===== config.mk =====
export PLATFORM = sky130hd
export DESIGN_NAME = barrel_shifter_pipe_flat
export DESIGN_NICKNAME = d
export VERILOG_FILES = /design/src/rtl/alu_pkg.sv /design/src/rtl/barrel_shifter_pipe_if.sv /design/src/rtl/shift_stage.sv /design/src/rtl/barrel_shifter_pipe.sv /design/src/flat_wrapper.sv
export SDC_FILE = /design/constraint.sdc
export NUM_CORES = 1
export LEC_CHECK = 0
export CORE_UTILIZATION = 55
export CTS_CLUSTER_SIZE = 16
export DETAILED_ROUTE_END_ITERATION = 6
export MAX_ROUTING_LAYER = met4
export PLACE_DENSITY = 0.83
export SYNTH_ARGS = -nofsm -noshare
export SYNTH_HDL_FRONTEND = slang
export SYNTH_HIERARCHICAL = 1
export SYNTH_SLANG_ARGS = --single-unit

===== constraint.sdc =====
create_clock -name clk -period 4.88 [get_ports clk]
set_clock_uncertainty 0.2 [all_clocks]
set_input_delay 0.976 -clock clk [delete_from_list [all_inputs] [get_ports clk]]
set_output_delay 0.976 -clock clk [all_outputs]
set_load 0.1 [all_outputs]

===== src/rtl/alu_pkg.sv =====
// Shared definitions for the shift datapath.
// shift_mode_e : the 2-bit operation encoding carried with every operation.
// stage_ctrl_t : control part of a pipeline stage register (valid, mode, carry).
//                The width-dependent fields (data, remaining shift amount) are
//                kept in the owning module because they depend on its WIDTH.
// stage_bits/stage_lo/stage_hi : how the shift-amount bits are split across stages.
package alu_pkg;

  typedef enum logic [1:0] {
    SHIFT_LSL = 2'b00,
    SHIFT_LSR = 2'b01,
    SHIFT_ASR = 2'b10,
    SHIFT_ROR = 2'b11
  } shift_mode_e;

  typedef struct packed {
    logic        valid;
    shift_mode_e mode;
    logic        carry;
  } stage_ctrl_t;

  // Shift-amount bits handled per stage: ceil(shw / stages).
  function automatic int stage_bits(input int shw, input int stages);
    return (shw + stages - 1) / stages;
  endfunction

  // First shift-amount bit handled by stage k.
  function automatic int stage_lo(input int shw, input int stages, input int k);
    return k * stage_bits(shw, stages);
  endfunction

  // One past the last shift-amount bit handled by stage k (clamped to shw,
  // so the final stage takes whatever remains, possibly nothing).
  function automatic int stage_hi(input int shw, input int stages, input int k);
    int hi;
    hi = (k + 1) * stage_bits(shw, stages);
    return (hi > shw) ? shw : hi;
  endfunction

endpackage


===== src/rtl/barrel_shifter_pipe_if.sv =====
// Request/response bundle of the pipelined barrel shifter.
// Request side : in_valid, in_ready, in_data[WIDTH], in_shamt[SHW], in_mode[2]
// Response side: out_valid, out_ready, out_data[WIDTH], out_carry, out_zero
// master = producer of requests / consumer of results, slave = the shifter.
interface barrel_shifter_pipe_if #(
  parameter int WIDTH = 16
);
  localparam int SHW = $clog2(WIDTH);

  logic             in_valid;
  logic             in_ready;
  logic [WIDTH-1:0] in_data;
  logic [SHW-1:0]   in_shamt;
  logic [1:0]       in_mode;

  logic             out_valid;
  logic             out_ready;
  logic [WIDTH-1:0] out_data;
  logic             out_carry;
  logic             out_zero;

  modport master (
    output in_valid, in_data, in_shamt, in_mode, out_ready,
    input  in_ready, out_valid, out_data, out_carry, out_zero
  );

  modport slave (
    input  in_valid, in_data, in_shamt, in_mode, out_ready,
    output in_ready, out_valid, out_data, out_carry, out_zero
  );

endinterface


===== src/rtl/shift_stage.sv =====
// Combinational slice of the barrel shifter: applies the binary-weighted
// sub-shifts selected by shift-amount bits [LO, HI) of shamt_in, in LSB-first
// order, to data_in. Each applied sub-shift updates the carry; bits consumed
// here are cleared in shamt_out so the next stage sees only what remains.
// Ports: data_in/data_out [WIDTH], shamt_in/shamt_out [SHW], mode,
//        carry_in/carry_out.
module shift_stage
  import alu_pkg::*;
#(
  parameter int WIDTH = 16,
  parameter int SHW   = 4,
  parameter int LO    = 0,
  parameter int HI    = 2
) (
  input  logic [WIDTH-1:0] data_in,
  input  logic [SHW-1:0]   shamt_in,
  input  shift_mode_e      mode,
  input  logic             carry_in,
  output logic [WIDTH-1:0] data_out,
  output logic [SHW-1:0]   shamt_out,
  output logic             carry_out
);

  int unsigned amt;

  always_comb begin
    data_out  = data_in;
    carry_out = carry_in;
    shamt_out = shamt_in;
    amt       = 0;
    for (int unsigned b = LO; b < HI; b++) begin
      if (shamt_in[b]) begin
        amt          = 32'd1 << b;
        shamt_out[b] = 1'b0;
        unique case (mode)
          SHIFT_LSL: begin
            carry_out = data_out[WIDTH - amt];
            data_out  = data_out << amt;
          end
          SHIFT_LSR: begin
            carry_out = data_out[amt - 1];
            data_out  = data_out >> amt;
          end
          SHIFT_ASR: begin
            carry_out = data_out[amt - 1];
            data_out  = $signed(data_out) >>> amt;
          end
          SHIFT_ROR: begin
            data_out  = (data_out >> amt) | (data_out << (WIDTH - amt));
            carry_out = data_out[WIDTH-1];
          end
        endcase
      end
    end
  end

endmodule


===== src/rtl/barrel_shifter_pipe.sv =====
// Pipelined barrel shifter (LSL / LSR / ASR / ROR) with valid/ready flow
// control on both sides.
// Ports: clk, reset_n (async, active low), flush (sync clear of in-flight ops),
//        bus (barrel_shifter_pipe_if.slave: request and response channels).
// STAGES register stages; stage k applies a contiguous group of shift-amount
// bits (LSB weights first). The final stage register drives the outputs, so
// the latency is exactly STAGES cycles. All stages move together: a stall at
// the output freezes the whole pipeline and deasserts in_ready.
module barrel_shifter_pipe
  import alu_pkg::*;
#(
  parameter int WIDTH  = 16,
  parameter int STAGES = 2
) (
  input logic                 clk,
  input logic                 reset_n,
  input logic                 flush,
  barrel_shifter_pipe_if.slave bus
);

  localparam int SHW = $clog2(WIDTH);

  if (WIDTH < 4 || (WIDTH & (WIDTH - 1)) != 0) begin : g_bad_width
    $error("barrel_shifter_pipe: WIDTH must be a power of two and at least 4");
  end
  if (STAGES < 1 || STAGES > SHW) begin : g_bad_stages
    $error("barrel_shifter_pipe: STAGES must be in 1..log2(WIDTH)");
  end

  // Stage registers.
  stage_ctrl_t      ctrl_q  [STAGES];
  logic [WIDTH-1:0] data_q  [STAGES];
  logic [SHW-1:0]   shamt_q [STAGES];
  logic             zero_q;

  // Inputs to each combinational stage.
  logic             valid_i [STAGES];
  shift_mode_e      mode_i  [STAGES];
  logic             carry_i [STAGES];
  logic [WIDTH-1:0] data_i  [STAGES];
  logic [SHW-1:0]   shamt_i [STAGES];

  // Outputs of each combinational stage (next value of its register).
  logic [WIDTH-1:0] data_c  [STAGES];
  logic [SHW-1:0]   shamt_c [STAGES];
  logic             carry_c [STAGES];

  logic advance;

  assign advance = bus.out_ready || !ctrl_q[STAGES-1].valid;

  for (genvar k = 0; k < STAGES; k++) begin : g_stage
    localparam int LO = stage_lo(SHW, STAGES, k);
    localparam int HI = stage_hi(SHW, STAGES, k);

    if (k == 0) begin : g_head
      // Carry starts at 0 so a zero shift amount reports no carry.
      assign valid_i[k] = bus.in_valid;
      assign mode_i[k]  = shift_mode_e'(bus.in_mode);
      assign carry_i[k] = 1'b0;
      assign data_i[k]  = bus.in_data;
      assign shamt_i[k] = bus.in_shamt;
    end else begin : g_body
      assign valid_i[k] = ctrl_q[k-1].valid;
      assign mode_i[k]  = ctrl_q[k-1].mode;
      assign carry_i[k] = ctrl_q[k-1].carry;
      assign data_i[k]  = data_q[k-1];
      assign shamt_i[k] = shamt_q[k-1];
    end

    shift_stage #(
      .WIDTH (WIDTH),
      .SHW   (SHW),
      .LO    (LO),
      .HI    (HI)
    ) u_stage (
      .data_in   (data_i[k]),
      .shamt_in  (shamt_i[k]),
      .mode      (mode_i[k]),
      .carry_in  (carry_i[k]),
      .data_out  (data_c[k]),
      .shamt_out (shamt_c[k]),
      .carry_out (carry_c[k])
    );
  end

  // Flush wins over acceptance: valids clear and the presented input is
  // dropped. Data fields are left as they are since they are only
  // meaningful alongside a set valid.
  always_ff @(posedge clk or negedge reset_n) begin
    if (!reset_n) begin
      for (int unsigned k = 0; k < STAGES; k++) begin
        ctrl_q[k]  <= '0;
        data_q[k]  <= '0;
        shamt_q[k] <= '0;
      end
      zero_q <= 1'b0;
    end else if (flush) begin
      for (int unsigned k = 0; k < STAGES; k++) begin
        ctrl_q[k].valid <= 1'b0;
      end
    end else if (advance) begin
      for (int unsigned k = 0; k < STAGES; k++) begin
        ctrl_q[k].valid <= valid_i[k];
        ctrl_q[k].mode  <= mode_i[k];
        ctrl_q[k].carry <= carry_c[k];
        data_q[k]       <= data_c[k];
        shamt_q[k]      <= shamt_c[k];
      end
      zero_q <= (data_c[STAGES-1] == '0);
    end
  end

  assign bus.in_ready  = advance;
  assign bus.out_valid = ctrl_q[STAGES-1].valid;
  assign bus.out_data  = data_q[STAGES-1];
  assign bus.out_carry = ctrl_q[STAGES-1].carry;
  assign bus.out_zero  = zero_q;

  // The final stage's leftover shift amount (always zero) and mode have no
  // consumer downstream.
  logic unused_tail;
  assign unused_tail = ^{shamt_q[STAGES-1], ctrl_q[STAGES-1].mode};

endmodule


===== src/flat_wrapper.sv =====
// flat-port wrapper written by rule: the top's interface ports become plain ports
module barrel_shifter_pipe_flat import alu_pkg::*;
#(
  parameter int WIDTH  = 16,
  parameter int STAGES = 2
)
  (clk, reset_n, flush, bus_in_valid, bus_in_data, bus_in_shamt, bus_in_mode, bus_out_ready, bus_in_ready, bus_out_valid, bus_out_data, bus_out_carry, bus_out_zero);
  barrel_shifter_pipe_if #(.WIDTH(WIDTH)) bus_i ();
  input logic clk;
  input logic reset_n;
  input logic flush;
  input wire logic [$bits(bus_i.in_valid)-1:0] bus_in_valid;
  input wire logic [$bits(bus_i.in_data)-1:0] bus_in_data;
  input wire logic [$bits(bus_i.in_shamt)-1:0] bus_in_shamt;
  input wire logic [$bits(bus_i.in_mode)-1:0] bus_in_mode;
  input wire logic [$bits(bus_i.out_ready)-1:0] bus_out_ready;
  output wire logic [$bits(bus_i.in_ready)-1:0] bus_in_ready;
  output wire logic [$bits(bus_i.out_valid)-1:0] bus_out_valid;
  output wire logic [$bits(bus_i.out_data)-1:0] bus_out_data;
  output wire logic [$bits(bus_i.out_carry)-1:0] bus_out_carry;
  output wire logic [$bits(bus_i.out_zero)-1:0] bus_out_zero;
  assign bus_i.in_valid = bus_in_valid;
  assign bus_i.in_data = bus_in_data;
  assign bus_i.in_shamt = bus_in_shamt;
  assign bus_i.in_mode = bus_in_mode;
  assign bus_i.out_ready = bus_out_ready;
  assign bus_in_ready = bus_i.in_ready;
  assign bus_out_valid = bus_i.out_valid;
  assign bus_out_data = bus_i.out_data;
  assign bus_out_carry = bus_i.out_carry;
  assign bus_out_zero = bus_i.out_zero;
  barrel_shifter_pipe #(.WIDTH(WIDTH), .STAGES(STAGES)) u_core (.clk(clk), .reset_n(reset_n), .flush(flush), .bus(bus_i));
endmodule

* Word level (Yosys, flattened, before mapping)
Cells that the tools add are included.
** Storage, ports and cells
- Bits in registers :: 43
- Input bits :: 27
- Output and inout port bits :: 20
- Word-level logic and storage cells :: 49
** Cells by class
- Equality and inequality tests :: 6
- Muxes and demuxes :: 19
- Bitwise gates (word level) :: 5
- Reductions and logical operators :: 9
** Operators with widths (number)
- $pmux W16 S4 :: 4
- $mux W16 :: 4
- $logic_not A16 Y1 :: 1
- $or A12 B16 Y16 :: 1
- $or A14 B16 Y16 :: 1
- $or A15 B16 Y16 :: 1
- $or A8 B16 Y16 :: 1
- $pmux W1 S3 :: 4
- $eq A2 B2 Y1 const B :: 4
- $mux W8 :: 1
- $mux W1 :: 6
- $eq A2 B1 Y1 const B :: 2
- $logic_not A2 Y1 :: 2
- $reduce_or A2 Y1 :: 2
- $reduce_and A2 Y1 :: 1
- $reduce_bool A2 Y1 :: 1
- $logic_not A1 Y1 :: 1
- $logic_or A1 B1 Y1 :: 1
- $not A1 Y1 :: 1

* Logic depth before layout (Yosys ltp)
Gate-level depths: netlist of run 1.
- Word-level depth :: 8
- Mapped depth :: 11
- Gate-level depth less buffers :: 9

* By module
Netlist of run 1, hierarchy kept.
** Modules (own cells, without submodules)
- barrel_shifter_pipe :: instances 1, cells an instance 102, area each 1819.2 um^2, sequential area each 1076.0 um^2
- shift_stage at u_core.g_stage[0].u_stage :: instances 1, cells an instance 164, area each 970.9 um^2, sequential area each 0.0 um^2
- shift_stage at u_core.g_stage[1].u_stage :: instances 1, cells an instance 117, area each 765.7 um^2, sequential area each 0.0 um^2

* Worst setup path after synthesis of run 1
OpenSTA, ideal clock, no wires.
- Kind :: register to output
- Start point :: reg u_core.ctrl_q, in the netlist u_core/bus.out_valid
- End point :: out bus_in_ready
- Data arrival time :: 1.672 ns
- Required time :: 3.704 ns
- Slack :: 2.032 ns
- Stages on the path, launching flop included :: 3
- Path buffers :: 0
- Path through :: dfrtp_1 nor2b_4 inv_1
** On the way
- Cells in the longest elaborated chain, start to end :: 2
** Ends and longest elaborated chain
- start, declared :: line barrel_shifter_pipe.sv:31 : stage_ctrl_t ctrl_q [STAGES];
- $logic_not A1 Y1 :: line barrel_shifter_pipe.sv:50 : assign advance = bus.out_ready || !ctrl_q[STAGES-1].valid;
- $logic_or A1 B1 Y1 :: line barrel_shifter_pipe.sv:50
- end, declared :: line flat_wrapper.sv:17 : output wire logic [$bits(bus_i.in_ready)-1:0] bus_in_ready;
Every way passes these cells.

==> run_results.csv, run 1 <==
group,metric,value,unit
layout,nets,437,
cts,post_cts_buffers,0,
floorplan,start_util,57.5,%
setup_path,worstSetupStartpoint,"bus_in_mode[1]",
yosys,syn_nets,406,
timing,period_share,70.1,%
cts,root_buffer,"clkbuf_8",
setup_path,path_cells,"clkdlybuf4s50_1, inv_1, ha_1, buf_4, nand3b_1, a21oi_1, a2111oi_0, a311oi_1, mux2_4",
power,p_per_area,398,nW/um^2
grt,grt_pass1_vias,2815,
cts,cts_tree,"built",
setup_path,max_stage_delay,0.53,ns
power,power_frac_comb,53.6,%
setup_path,cp-start-kind,"input pin",
layout,fill_cells,525,
setup_path,crit_family,"buffers and inverters",
yosys,yosysWarnings,6,
detailed_routing,vias,3115,
grt,grt_pass1_wl,14400,um
cts,cts_buffers,5,
placement,placedCellCount,470,
detailed_routing,route.detailed.drc,0,
setup_path,path_max_fanout,18,
grt,grt_max_degree,50,
floorplan,fp.dieW,80.9,um
cts,insertion_delay,0.29,ns
yosys,avgSynthCellArea,9.23,um^2
power,vdd_drop_max,0.493,mV
grt,overflow,0,
yosys,syn_inst,371,
cts,cts_resized,0,
setup_path,r2r_setup_slack,1.65,ns
power,seqPwrFrac,31.5,%
floorplan,num_rows,28,
timing,fin_tns_setup,0,ns
layout,syn2layout_area_growth,14.3,%
timing,setup_viol,0,
layout,drive_above_1_share,15.9,%
floorplan,coreArea,5960,um^2
setup_path,cp.arrival,3.41,ns
cts,ctsHoldBuffers,0,
power,clock_power_share,14.9,%
timing,rsz0062_at_grt,"no",
grt,grt_use_total,29.9,%
detailed_routing,avgRoutedWirePerCell,19.4,um
placement,hpwl,6750,um
timing,slew-limit-headroom,30.8,%
layout,final_cells,477,
placement,io_buffers,46,
cts,clock_sinks,41,
floorplan,ioPinCount,47,
power,switchingPower,749,uW
power,internal_power,809,uW
layout,multi_input_area,2160,um^2
timing,drv_slew,0,
flow_run,drv_cap,0,
grt,antenna_found_initial,0,
setup_path,crit_required,4.87,ns
layout,antennaDiodeCount,0,
detailed_routing,drt-total-wl,9240,um
floorplan,die_area,6540,um^2
detailed_routing,postRouteAntennaNets,0,
placement,gp_congestion,0.980,
cts,htreeDepth,2,
power,p_leak,0.00168,uW
timing,worst_pin_slew,1.04,ns
detailed_routing,drt-vias-per-instance,6.53,
setup_path,crit_cells,9,
floorplan,die_h,80.9,um
min_path,hold_path_class,"reg -> reg",
yosys,syn_area,3420,um^2
timing,hold_viol_final,0,
cts,clockBufferDepth,2,
setup_path,end_kind,"flop",
cts,clk_pin_slew_worst_paths,0.08,ns
layout,seq_area,1030,um^2
status,status,"complete, no violations",
power,switching_share,48.1,%
setup_path,path_class,"in -> reg",
setup_path,reg2reg_from,"u_core/ctrl_q[6]",
setup_path,worstSetupEndpoint,"u_core/data_i[15]",
timing,fmax,292,MHz
timing,fin_crit,3.42,ns
setup_path,reg2regPathDepth,9,
setup_path,path_buf_inv,3,
detailed_routing,firstDrtPassIters,5,
detailed_routing,detailedRoute.firstIterationViolations,213,
setup_path,crit_slowest_cell,"clkdlybuf4s50_1",
setup_path,r2r-end,"u_core/bus.out_zero",
-- cell type report --
type	count	area share, %
Clock buffer	6	2.11
Timing Repair Buffer	50	12.3
Inverter	17	1.63
Tap cell	75	2.40
Clock inverter	1	0.192
Multi-Input combinational cell	287	55.1
Sequential cell	41	26.2
-- state kept, by name (all words and copies together) (netlist names) --
signal / count
u_core/ctrl_q: 3
u_core/carry_i: 1
u_core/shamt_i: 2
u_core/bus.out_data: 16
u_core/bus.out_zero: 1
u_core/bus.out_carry: 1
u_core/data_i: 16
u_core/bus.out_valid: 1
-- per-layer routing --
metal | share of wire [%] | track usage (%) | vias to the layer above | routed length [um]
li1 | - | - | 1452 | -
met1 | 44 | 40.1 | 1484 | 4060
met2 | 46 | 45.2 | 152 | 4270
met3 | 6.9 | 4.72 | 27 | 641
met4 | 2.9 | 11.1 | 0 | 265
met5 | 0 | - | - | 0
-- worst min path at each step --
stage | from | endpoint | slack [ns] | cells past startpoint
floorplan | u_core/ctrl_q[7] | u_core/bus.out_valid | 0.27 | 2
global placement | u_core/ctrl_q[7] | u_core/bus.out_valid | 0.28 | 2
detailed placement | u_core/ctrl_q[7] | u_core/bus.out_valid | 0.29 | 2
CTS | u_core/ctrl_q[7] | u_core/bus.out_valid | 0.31 | 2
global route | u_core/bus.out_data[10] | u_core/bus.out_data[10] | 0.33 | 1
finish | u_core/ctrl_q[7] | u_core/bus.out_valid | 0.30 | 2
-- worst register-to-register path, delay by kind of cell, from the launching register on --
family,cells,cell delay (ns)
flops,1,0.49
compound gates,3,0.78
simple gates,4,1.14
buf+inv,1,0.11
fa+ha+maj,1,0.42
-- cells in the final DEF (no fill, tap or decap), types with 4 or more instances in the layout --
master / n
clkbuf_8: 6
mux2_4: 38
a22oi_1: 7
nor4_1: 4
inv_1: 15
o22ai_1: 10
dfrtp_1: 41
a221o_1: 7
a21oi_1: 23
ha_1: 8
nand3_1: 6
nand2b_1: 9
o21ai_0: 24
a31oi_1: 7
buf_4: 5
clkdlybuf4s50_1: 44
a221oi_1: 7
nor2_1: 22
o221ai_1: 5
nor2b_1: 4
nand2_1: 41
o211ai_1: 5
o21ai_1: 4
-- stage by stage --
stage	total power [uW]	cell area (um^2)	hold slack (ns)	setup slack, ns	utilization [%]
2_1_floorplan	1120	3420	0.266	2.03	-
3_3_place_gp	1320	3820	0.276	1.29	64.2
3_5_place_dp	1320	3820	0.290	1.21	64.2
4_1_cts	1560	3910	0.309	1.53	65.7
5_1_grt	1630	3910	0.333	1.31	65.7
6_report	1560	3910	0.304	1.46	65.7
-- power by group through the flow --
stage / combinational, uW / clock (uW) / sequential [uW]
3_3_place_gp: 822 / 0 / 493
2_1_floorplan: 347 / 0 / 774
6_report: 835 / 232 / 491
4_1_cts: 831 / 242 / 489
5_1_grt: 876 / 251 / 499
3_5_place_dp: 827 / 0 / 496
Power figures use the tool's default switching activity.
==> run 2, diff against run 1 <==
- clock period: 4.88 -> 3.25 ns (I/O delays scaled with it)
==> run 2 against run 1 <==
The run now ends with design-rule violations left; flip-flop and latch count did not move; hold slack got worse by 0.016 ns; routed wire length fell by 0.27%; first-iteration DRC count rose by 79%; largest power group unchanged.
==> run_results.csv, run 2 (same netlist as run 1, synthesis figures left out) <==
group,metric,value,unit
cts,htreeDepth,2,
timing,fin_hold_ws,0.287,ns
status,status,"finished with violations",
floorplan,fp.dieW,80.9,um
power,switchingPower,1120,uW
timing,fin_crit,2.93,ns
setup_path,cp.arrival,2.91,ns
timing,period_share,90.1,%
timing,fmax,342,MHz
floorplan,ioPinCount,47,
placement,hpwl,6730,um
power,vdd_drop_max,0.751,mV
timing,hold_viol_final,0,
layout,fill_cells,504,
power,clock_power_share,14.6,%
cts,clock_sinks,41,
setup_path,cp-start-kind,"input pin",
cts,cts_buffers,5,
floorplan,coreArea,5960,um^2
cts,ctsHoldBuffers,0,
cts,insertion_delay,0.29,ns
detailed_routing,drt-vias-per-instance,6.54,
flow_run,drv_cap,0,
setup_path,path_cells,"clkdlybuf4s50_1, inv_1, ha_1, buf_4, inv_1, a21oi_1, a2111oi_0, a311oi_1, mux2_4",
cts,post_cts_buffers,0,
grt,overflow,0,
cts,root_buffer,"clkbuf_8",
setup_path,crit_path_frequent_cell,"inv_1",
layout,final_util,66.6,%
power,switching_share,48.1,%
setup_path,path_buf_inv,4,
layout,multi_input_area,2160,um^2
floorplan,die_h,80.9,um
cts,cts_resized,0,
min_path,hold_path_class,"in -> async",
grt,antenna_found_initial,0,
layout,antennaDiodeCount,0,
placement,io_buffers,46,
placement,placedCellCount,480,
power,seqPwrFrac,31.4,%
setup_path,path_max_fanout,20,
power,p_leak,0.00177,uW
cts,cts_tree,"built",
grt,grt_pass1_vias,2908,
detailed_routing,postRouteAntennaNets,0,
status,violations,"design-rule violations",
power,internal_power,1210,uW
layout,seq_area,1030,um^2
timing,fin_tns_setup,0,ns
layout,syn2layout_area_growth,15.8,%
timing,setup_viol,0,
detailed_routing,detailedRoute.firstIterationViolations,381,
setup_path,crit_required,3.23,ns
layout,final_cell_mix,"dfrtp_1, nand2_1, mux2_4",
layout,nets,447,
layout,drive_above_1_share,22.6,%
placement,gp_congestion,0.986,
floorplan,die_area,6540,um^2
timing,rsz0062_at_grt,"no",
timing,setup_ws,0.322,ns
setup_path,max_stage_delay,0.61,ns
cts,clockBufferDepth,2,
power,p_per_area,587,nW/um^2
power,power_frac_comb,54.1,%
detailed_routing,drt-total-wl,9220,um
detailed_routing,firstDrtPassIters,7,
setup_path,crit_family,"buffers and inverters",
floorplan,num_rows,28,
detailed_routing,route.detailed.drc,9,
detailed_routing,vias,3187,
setup_path,crit_slowest_cell,"clkdlybuf4s50_1",
cts,clk_pin_slew_worst_paths,0.07,ns
grt,grt_pass1_wl,14300,um
floorplan,start_util,57.5,%
detailed_routing,avgRoutedWirePerCell,18.9,um
timing,slew-limit-headroom,39.2,%
timing,worst_pin_slew,0.912,ns
layout,final_cells,487,
timing,drv_slew,0,
grt,grt_max_degree,42,
setup_path,end_kind,"flop",
placement,pre_cts_slack,0.0315,ns
setup_path,path_class,"in -> reg",
grt,grt_use_total,29.5,%
[run 2: per-stage QoR]
step	total power, uW	area (um^2)
6_report	2330	3970
5_1_grt	2430	3970
4_1_cts	2320	3970
3_5_place_dp	1980	3870
3_3_place_gp	1960	3870
2_1_floorplan	1680	3420
[run 2: metal layers]
metal | track usage, % | vias to the layer above | share of wire, %
li1 | - | 1479 | -
met1 | 40.8 | 1507 | 44
met2 | 44.2 | 184 | 47
met3 | 2.92 | 17 | 7.4
met4 | 11.4 | 0 | 1.3
met5 | - | - | 0
[run 2: final cells by class]
type	count	area share, %
clock buffer	6	2.08
timing repair buffer	60	13.5
clock inverter	1	0.189
sequential	41	25.9
tap	75	2.37
multi-input combinational	287	54.4
inverter	17	1.61
[run 2: path summary, 6_finish.rpt]
path	depth (start not counted)	from	endpoint	slack, ns
min in group clk	1	u_core/bus.out_carry	u_core/bus.out_carry	0.31
hold / removal	1	reset_n	u_core/shamt_i[2]	0.29
setup reg to reg	8	u_core/ctrl_q[5]	u_core/bus.out_zero	0.33
setup / recovery	9	bus_in_mode[1]	u_core/data_i[15]	0.32
hold reg to reg	1	u_core/bus.out_carry	u_core/bus.out_carry	0.31
max in group asynchronous	1	reset_n	u_core/data_i[0]	1.99
[run 2: worst register-to-register path, cell delays in order, from the launching register on]
cell and delay, ns:
dfrtp_1 0.43, inv_1 0.10, ha_1 0.48, o21ba_4 0.26
a221oi_1 0.39, o32ai_1 0.20, nor4_1 0.38, nand4_1 0.18
o31ai_1 0.21
[run 2: power by group through the flow]
stage | sequential, uW | combinational, uW | clock [uW]
2_1_floorplan | 1160 | 521 | 0
3_3_place_gp | 731 | 1230 | 0
3_5_place_dp | 737 | 1240 | 0
4_1_cts | 727 | 1250 | 348
5_1_grt | 743 | 1310 | 369
6_report | 730 | 1260 | 339
